--- src/rtl/pipe_pkg.sv ---
// ---------------------------------------------------------------------------
// pipe_pkg
// Shared constants and types for the EX/MEM pipeline stage register.
//   PIPE_DATA_W / PIPE_CTRL_W : default payload / control widths
//   MEM_READ .. REG_WRITE     : bit positions inside the EX/MEM control field
//   slot_op_e                 : per-cycle operation applied to one holding slot
//   occ_count()               : number of valid slots
// ---------------------------------------------------------------------------
package pipe_pkg;

    // Payload is PC_Branch(32) + zero(1) + result(32) + Write_Data(32) + rd(5).
    localparam int unsigned PIPE_DATA_W = 102;
    localparam int unsigned PIPE_CTRL_W = 5;

    // EX/MEM control-bit indices.
    localparam int unsigned MEM_READ   = 0;
    localparam int unsigned MEM_WRITE  = 1;
    localparam int unsigned PC_SRC     = 2;
    localparam int unsigned MEM_TO_REG = 3;
    localparam int unsigned REG_WRITE  = 4;

    typedef enum logic [1:0] {
        SLOT_HOLD  = 2'd0,
        SLOT_LOAD  = 2'd1,
        SLOT_CLEAR = 2'd2
    } slot_op_e;

    function automatic logic [1:0] occ_count(input logic main_v, input logic skid_v);
        return {1'b0, main_v} + {1'b0, skid_v};
    endfunction

endpackage

--- src/rtl/pipe_slot.sv ---
// ---------------------------------------------------------------------------
// pipe_slot
// One holding entry: valid bit plus control and payload registers.
//   clk, rst_n        : clock, synchronous active-low reset
//   load              : capture ld_ctrl/ld_data and set valid (wins over clear)
//   clear             : drop valid and zero the control bits; payload holds
//   ld_ctrl, ld_data  : value to capture on load
//   valid, ctrl, data : registered slot contents
// ---------------------------------------------------------------------------
module pipe_slot
    import pipe_pkg::*;
#(
    parameter int DATA_W = PIPE_DATA_W,
    parameter int CTRL_W = PIPE_CTRL_W
) (
    input  logic              clk,
    input  logic              rst_n,
    input  logic              load,
    input  logic              clear,
    input  logic [CTRL_W-1:0] ld_ctrl,
    input  logic [DATA_W-1:0] ld_data,
    output logic              valid,
    output logic [CTRL_W-1:0] ctrl,
    output logic [DATA_W-1:0] data
);

    // Slot state: control bits are zeroed whenever the slot is empty so a
    // bubble can never carry a stale write/read enable downstream.
    always_ff @(posedge clk) begin
        if (!rst_n) begin
            valid <= 1'b0;
            ctrl  <= {CTRL_W{1'b0}};
            data  <= {DATA_W{1'b0}};
        end else if (load) begin
            valid <= 1'b1;
            ctrl  <= ld_ctrl;
            data  <= ld_data;
        end else if (clear) begin
            valid <= 1'b0;
            ctrl  <= {CTRL_W{1'b0}};
            data  <= data;
        end else begin
            valid <= valid;
            ctrl  <= ctrl;
            data  <= data;
        end
    end

endmodule

--- src/rtl/pipe_stage_reg.sv ---
// ---------------------------------------------------------------------------
// pipe_stage_reg
// Valid/ready pipeline stage register with optional two-entry skid buffer.
//   clk, rst_n          : clock, synchronous active-low reset
//   in_valid/in_ready   : upstream handshake
//   in_ctrl, in_data    : upstream control bits / payload
//   flush               : drop every held and incoming beat
//   out_valid/out_ready : downstream handshake
//   out_ctrl, out_data  : downstream control bits / payload (ctrl is zero
//                         whenever out_valid is low)
//   occupancy           : number of held beats (0..2)
// SKID=1 gives a registered in_ready (no path from out_ready); SKID=0 gives a
// single entry whose in_ready follows out_ready combinationally.
// ---------------------------------------------------------------------------
module pipe_stage_reg
    import pipe_pkg::*;
#(
    parameter int DATA_W = PIPE_DATA_W,
    parameter int CTRL_W = PIPE_CTRL_W,
    parameter int SKID   = 1
) (
    input  logic              clk,
    input  logic              rst_n,
    input  logic              in_valid,
    output logic              in_ready,
    input  logic [CTRL_W-1:0] in_ctrl,
    input  logic [DATA_W-1:0] in_data,
    input  logic              flush,
    output logic              out_valid,
    input  logic              out_ready,
    output logic [CTRL_W-1:0] out_ctrl,
    output logic [DATA_W-1:0] out_data,
    output logic [1:0]        occupancy
);

    logic              main_valid_s;
    logic [CTRL_W-1:0] main_ctrl_s;
    logic [DATA_W-1:0] main_data_s;
    logic              skid_valid_s;
    logic [CTRL_W-1:0] skid_ctrl_s;
    logic [DATA_W-1:0] skid_data_s;

    logic              in_ready_s;
    logic              accept_s;
    logic              drain_s;
    slot_op_e          main_op_s;
    slot_op_e          skid_op_s;
    logic              main_from_skid_s;
    logic              main_load_s;
    logic              main_clear_s;
    logic              skid_load_s;
    logic              skid_clear_s;
    logic              main_valid_next_s;
    logic              skid_valid_next_s;
    logic [CTRL_W-1:0] main_ld_ctrl_s;
    logic [DATA_W-1:0] main_ld_data_s;
    logic [1:0]        occ_r;

    assign accept_s = in_valid & in_ready_s & ~flush;
    assign drain_s  = main_valid_s & out_ready;

    // Slot operation selection. Skid-full implies in_ready=0, so no accept
    // can coincide with a skid-to-main move.
    always_comb begin
        main_op_s        = SLOT_HOLD;
        skid_op_s        = SLOT_HOLD;
        main_from_skid_s = 1'b0;
        if (flush) begin
            main_op_s = SLOT_CLEAR;
            skid_op_s = SLOT_CLEAR;
        end else if (skid_valid_s) begin
            if (drain_s) begin
                main_op_s        = SLOT_LOAD;
                main_from_skid_s = 1'b1;
                skid_op_s        = SLOT_CLEAR;
            end else begin
                main_op_s = SLOT_HOLD;
            end
        end else if (main_valid_s) begin
            if (drain_s && accept_s) begin
                main_op_s = SLOT_LOAD;
            end else if (drain_s) begin
                main_op_s = SLOT_CLEAR;
            end else if (accept_s) begin
                skid_op_s = SLOT_LOAD;
            end else begin
                main_op_s = SLOT_HOLD;
            end
        end else begin
            if (accept_s) begin
                main_op_s = SLOT_LOAD;
            end else begin
                main_op_s = SLOT_HOLD;
            end
        end
    end

    // Decode slot operations into load/clear strobes and next valid bits.
    always_comb begin
        main_load_s  = 1'b0;
        main_clear_s = 1'b0;
        skid_load_s  = 1'b0;
        skid_clear_s = 1'b0;
        case (main_op_s)
            SLOT_LOAD:  main_load_s  = 1'b1;
            SLOT_CLEAR: main_clear_s = 1'b1;
            default:    main_load_s  = 1'b0;
        endcase
        case (skid_op_s)
            SLOT_LOAD:  skid_load_s  = 1'b1;
            SLOT_CLEAR: skid_clear_s = 1'b1;
            default:    skid_load_s  = 1'b0;
        endcase
        main_valid_next_s = main_load_s | (main_valid_s & ~main_clear_s);
        skid_valid_next_s = skid_load_s | (skid_valid_s & ~skid_clear_s);
    end

    // Main entry loads either the incoming beat or the promoted skid beat.
    always_comb begin
        if (main_from_skid_s) begin
            main_ld_ctrl_s = skid_ctrl_s;
            main_ld_data_s = skid_data_s;
        end else begin
            main_ld_ctrl_s = in_ctrl;
            main_ld_data_s = in_data;
        end
    end

    pipe_slot #(
        .DATA_W (DATA_W),
        .CTRL_W (CTRL_W)
    ) u_main (
        .clk     (clk),
        .rst_n   (rst_n),
        .load    (main_load_s),
        .clear   (main_clear_s),
        .ld_ctrl (main_ld_ctrl_s),
        .ld_data (main_ld_data_s),
        .valid   (main_valid_s),
        .ctrl    (main_ctrl_s),
        .data    (main_data_s)
    );

    generate
        if (SKID != 0) begin : g_skid
            logic ready_r;

            pipe_slot #(
                .DATA_W (DATA_W),
                .CTRL_W (CTRL_W)
            ) u_skid (
                .clk     (clk),
                .rst_n   (rst_n),
                .load    (skid_load_s),
                .clear   (skid_clear_s),
                .ld_ctrl (in_ctrl),
                .ld_data (in_data),
                .valid   (skid_valid_s),
                .ctrl    (skid_ctrl_s),
                .data    (skid_data_s)
            );

            // Registered ready: high whenever the skid entry will be empty.
            // It resets high so in_ready rises on the very first cycle after
            // release; the rst_n gate keeps it low while reset is held.
            always_ff @(posedge clk) begin
                if (!rst_n) begin
                    ready_r <= 1'b1;
                end else begin
                    ready_r <= ~skid_valid_next_s;
                end
            end

            assign in_ready_s = rst_n & ready_r;
        end else begin : g_noskid
            logic unused_skid_s;

            assign skid_valid_s  = 1'b0;
            assign skid_ctrl_s   = {CTRL_W{1'b0}};
            assign skid_data_s   = {DATA_W{1'b0}};
            assign unused_skid_s = skid_load_s ^ skid_clear_s ^ skid_valid_next_s;
            assign in_ready_s    = rst_n & (out_ready | ~main_valid_s);
        end
    endgenerate

    // Occupancy tracks the slot valid bits as they will stand after the edge.
    always_ff @(posedge clk) begin
        if (!rst_n) begin
            occ_r <= 2'd0;
        end else begin
            occ_r <= occ_count(main_valid_next_s, skid_valid_next_s);
        end
    end

    assign in_ready  = in_ready_s;
    assign out_valid = main_valid_s;
    assign out_ctrl  = main_ctrl_s;
    assign out_data  = main_data_s;
    assign occupancy = occ_r;

endmodule

--- config.mk ---
export PLATFORM = sky130hd
export DESIGN_NAME = pipe_stage_reg
export DESIGN_NICKNAME = d
export VERILOG_FILES = /design/src/rtl/pipe_pkg.sv /design/src/rtl/pipe_slot.sv /design/src/rtl/pipe_stage_reg.sv
export SDC_FILE = /design/constraint.sdc
export NUM_CORES = 1
export LEC_CHECK = 0
export ABC_AREA = 0
export BUFFER_PORTS_ARGS = -buffer_cell sky130_fd_sc_hd__buf_2
export CORE_ASPECT_RATIO = 0.75
export CORE_UTILIZATION = 53
export CTS_BUF_LIST = sky130_fd_sc_hd__clkbuf_16
export CTS_CLUSTER_DIAMETER = 80
export DETAILED_ROUTE_END_ITERATION = 8
export HOLD_SLACK_MARGIN = 0.1
export PLACE_DENSITY_LB_ADDON = 0.08
export REMOVE_ABC_BUFFERS = 1
export SLEW_MARGIN = 20
export SYNTH_ARGS = -nofsm -noshare
export SYNTH_HDL_FRONTEND = slang
export SYNTH_SLANG_ARGS = --single-unit
--- constraint.sdc ---
create_clock -name clk -period 2.7 [get_ports clk]
set_input_delay 0.135 -clock clk [delete_from_list [all_inputs] [get_ports clk]]
set_output_delay 0.135 -clock clk [all_outputs]
set_load 0.05 [all_outputs]
==> flow_metrics.env <==
export IMPL_synthArstFlopShare_pct=0
export IMPL_finalNonFillerCells=1482
export IMPL_hold_path_class="primary input to register"
export IMPL_mostFrequentLayoutCell="buf_2"
export IMPL_netlist_instances=976
export IMPL_critical_path_cell_chain="nand3_1 > or2_1 > a211oi_1 > ha_4 > buf_12 > o21ai_0 > a31oi_1"
export IMPL_track_usage_pct=24.42
export IMPL_ys_seq_area_share_pct=49.82
export IMPL_rows=40
export IMPL_end_kind="register"
export IMPL_period_share_pct=89.94
export IMPL_portBuffers=222
export IMPL_worstHoldStart="rst_n"
export IMPL_dieHeight_um=113.6
export IMPL_drt_initial_drc_count=409
export IMPL_synth_edf_count=0
export IMPL_routed_wl_um=21480
export IMPL_synth_area_sq_um=8801
export IMPL_cts_resized=0
export IMPL_worstReg2RegStart="g_skid.ready_r"
export IMPL_clk_path_buf_depth=3
export IMPL_cpMaxStageDelayCell="ha_4"
export IMPL_slew_headroom_pct=33.55
export IMPL_hold_buffers=107
export IMPL_skew_ps=13.31
export IMPL_vias=7537
export IMPL_grt_overflow=0
export IMPL_core_area_sq_um=16120
export IMPL_cp_startpoint="g_skid.ready_r"
export IMPL_antenna_left=0
export IMPL_viasPerCell=5.086
export IMPL_drive_above_1_share_pct=21.15
export IMPL_crit_path_start_kind="register"
export IMPL_worstPathRequired_ps=3100
export IMPL_cts_tree="yes"
export IMPL_dp_slack_ps=360.3
export IMPL_insertion_delay_ps=490
export IMPL_synth_avg_cell_area_sq_um=9.017
export IMPL_cts_root_buf="clkbuf_16"
export IMPL_dp_cells=1340
export IMPL_min_period_ps=2428
export IMPL_crit_family="compound AO/OA/AOI/OAI gates"
export IMPL_cpPeakStageDelay_ps=500
export IMPL_fmax_mhz=411.8
export IMPL_grt_max_degree=126
export IMPL_diodes=0
export IMPL_fillers=1253
export IMPL_worst_ep_arrival_time_ps=2830
export IMPL_finalSetupTns_ps=0
export IMPL_placed_area_sq_um=9996
export IMPL_setup_violations=0
export IMPL_clk_pin_slew_worst_paths_ps=60
export IMPL_worstSetupPathType="register to register"
export IMPL_start_util_pct=54.61
export IMPL_rsz0062_at_grt="no"
export IMPL_cts_setup_buffers=0
export IMPL_die_w_um=150.8
export IMPL_ys_flop_type="dfxtp_1"
export IMPL_hpwl_um=12650
export IMPL_drcViolationCount=0
export IMPL_cts_sinks=219
export IMPL_run_status="finished clean"
export IMPL_grt_pass1_wl_um=34490
export IMPL_area_delta_synth_final_pct=32.68
export IMPL_finish_instance_area_sq_um=11680
export IMPL_maxCapViolCount=0
export IMPL_cts_buffers=21
export IMPL_finalPower_mw=6.697
export IMPL_p_leak_nw=4.807
export IMPL_grt_pass1_vias=7178
export IMPL_drtPass1Iterations=4
export IMPL_pin_count=223
export IMPL_maxSlewViolCount=0
export IMPL_cts_htree_levels=1
export IMPL_wire_per_inst_um=14.49
export IMPL_gp_routability_congestion=0.7428
export IMPL_synth_distinct_cells=30
export IMPL_cp_max_fo=64
export IMPL_final_cell_mix="221 x buf_2, 219 x dfxtp_1, 207 x nand2_1"
export IMPL_fin_nets=1377
export IMPL_yosysWarnings=0
export IMPL_ys_seq_elements=219
export IMPL_power_density_nw_per_um2=573.5
export IMPL_hold_viol_final=0
export IMPL_setup_slack_ps=271.6
export IMPL_dieArea_sq_um=17130
export IMPL_antenna_found_initial=0
export IMPL_ir_drop_mv=0.4353
export IMPL_cp_buffers_inverters=1
export IMPL_worstMarginPinSlew_ps=996.8
-- Yosys cell counts (3+ instances only) --
master / instances / area share [%]
nand2_1: 207 / 8.8
o21ai_0: 102 / 5.8
mux2i_1: 108 / 12
clkbuf_1: 41 / 1.7
nand3_1: 6 / 0.34
and2_1: 4 / 0.28
ha_1: 5 / 0.71
buf_4: 13 / 1.1
inv_1: 4 / 0.17
a21o_1: 3 / 0.26
o21ai_1: 5 / 0.28
a31oi_1: 102 / 7.3
dfxtp_1: 219 / 50
nor2b_1: 110 / 7.8
a22oi_1: 5 / 0.43
buf_2: 28 / 1.6
-- metal layers --
metal / track usage (%) / part of all wire (%) / vias up
met5: 0 / 0 / -
met4: 5.867 / 1.9 / 0
met3: 5.800 / 6.2 / 34
met2: 40.03 / 45 / 172
met1: 32.44 / 47 / 3432
li1: - / - / 3899
-- state kept, by name, summed over array words and instances (netlist names) --
register,cells
g_skid.u_skid.data,102
u_main.ctrl,5
g_skid.ready_r,1
g_skid.u_skid.valid,1
occupancy,2
u_main.data,102
g_skid.u_skid.ctrl,5
u_main.valid,1
-- kinds of logic after synthesis --
group,count (synthesis),synth area share [%]
and+or+nand+nor,334,17.83
AOI/OAI and AO/OA,222,14.44
DFF,219,49.82
muxes,108,12.28
buffers and inverters,88,4.919
adders and majority gates,5,0.7108
-- final timing paths --
check	endpoint	slack [ps]	depth (start not counted)
hold reg to reg	u_main.data[93]	460	2
setup / recovery	u_main.data[76]	270	7
hold / removal	g_skid.ready_r	260	3
setup reg to reg	u_main.data[76]	270	7
-- tightest hold or removal path, stage by stage --
cell     delay, ps
buf_4          120
buf_4          320
nand2_1        130
-- final cells by class --
| class | instances | area [sq um] | area share [%] |
|---|---|---|---|
| well taps | 210 | 262.8 | 2.250 |
| multi-input cells | 669 | 4013 | 34.36 |
| clock inverters | 14 | 85.08 | 0.7286 |
| clock buffers | 21 | 525.5 | 4.500 |
| flip-flops and latches | 219 | 4384 | 37.54 |
| repair buffers | 345 | 2392 | 20.49 |
| inverters | 4 | 15.01 | 0.1286 |
-- where the power goes --
part	internal (mW)	total, mW	switching, mW
Combinational	0.284	0.700	0.417
Sequential	3.29	3.32	0.0270
Clock	1.50	2.68	1.18
-- metrics by stage --
step,util (%),hold slack [ps]
global placement,62.03,406.0
detailed placement,62.03,416.6
CTS,72.46,276.1
global route,72.46,317.1
floorplan,-,196.9
finish,72.46,257.6
Note: power is estimated with default switching activity, not from simulation.
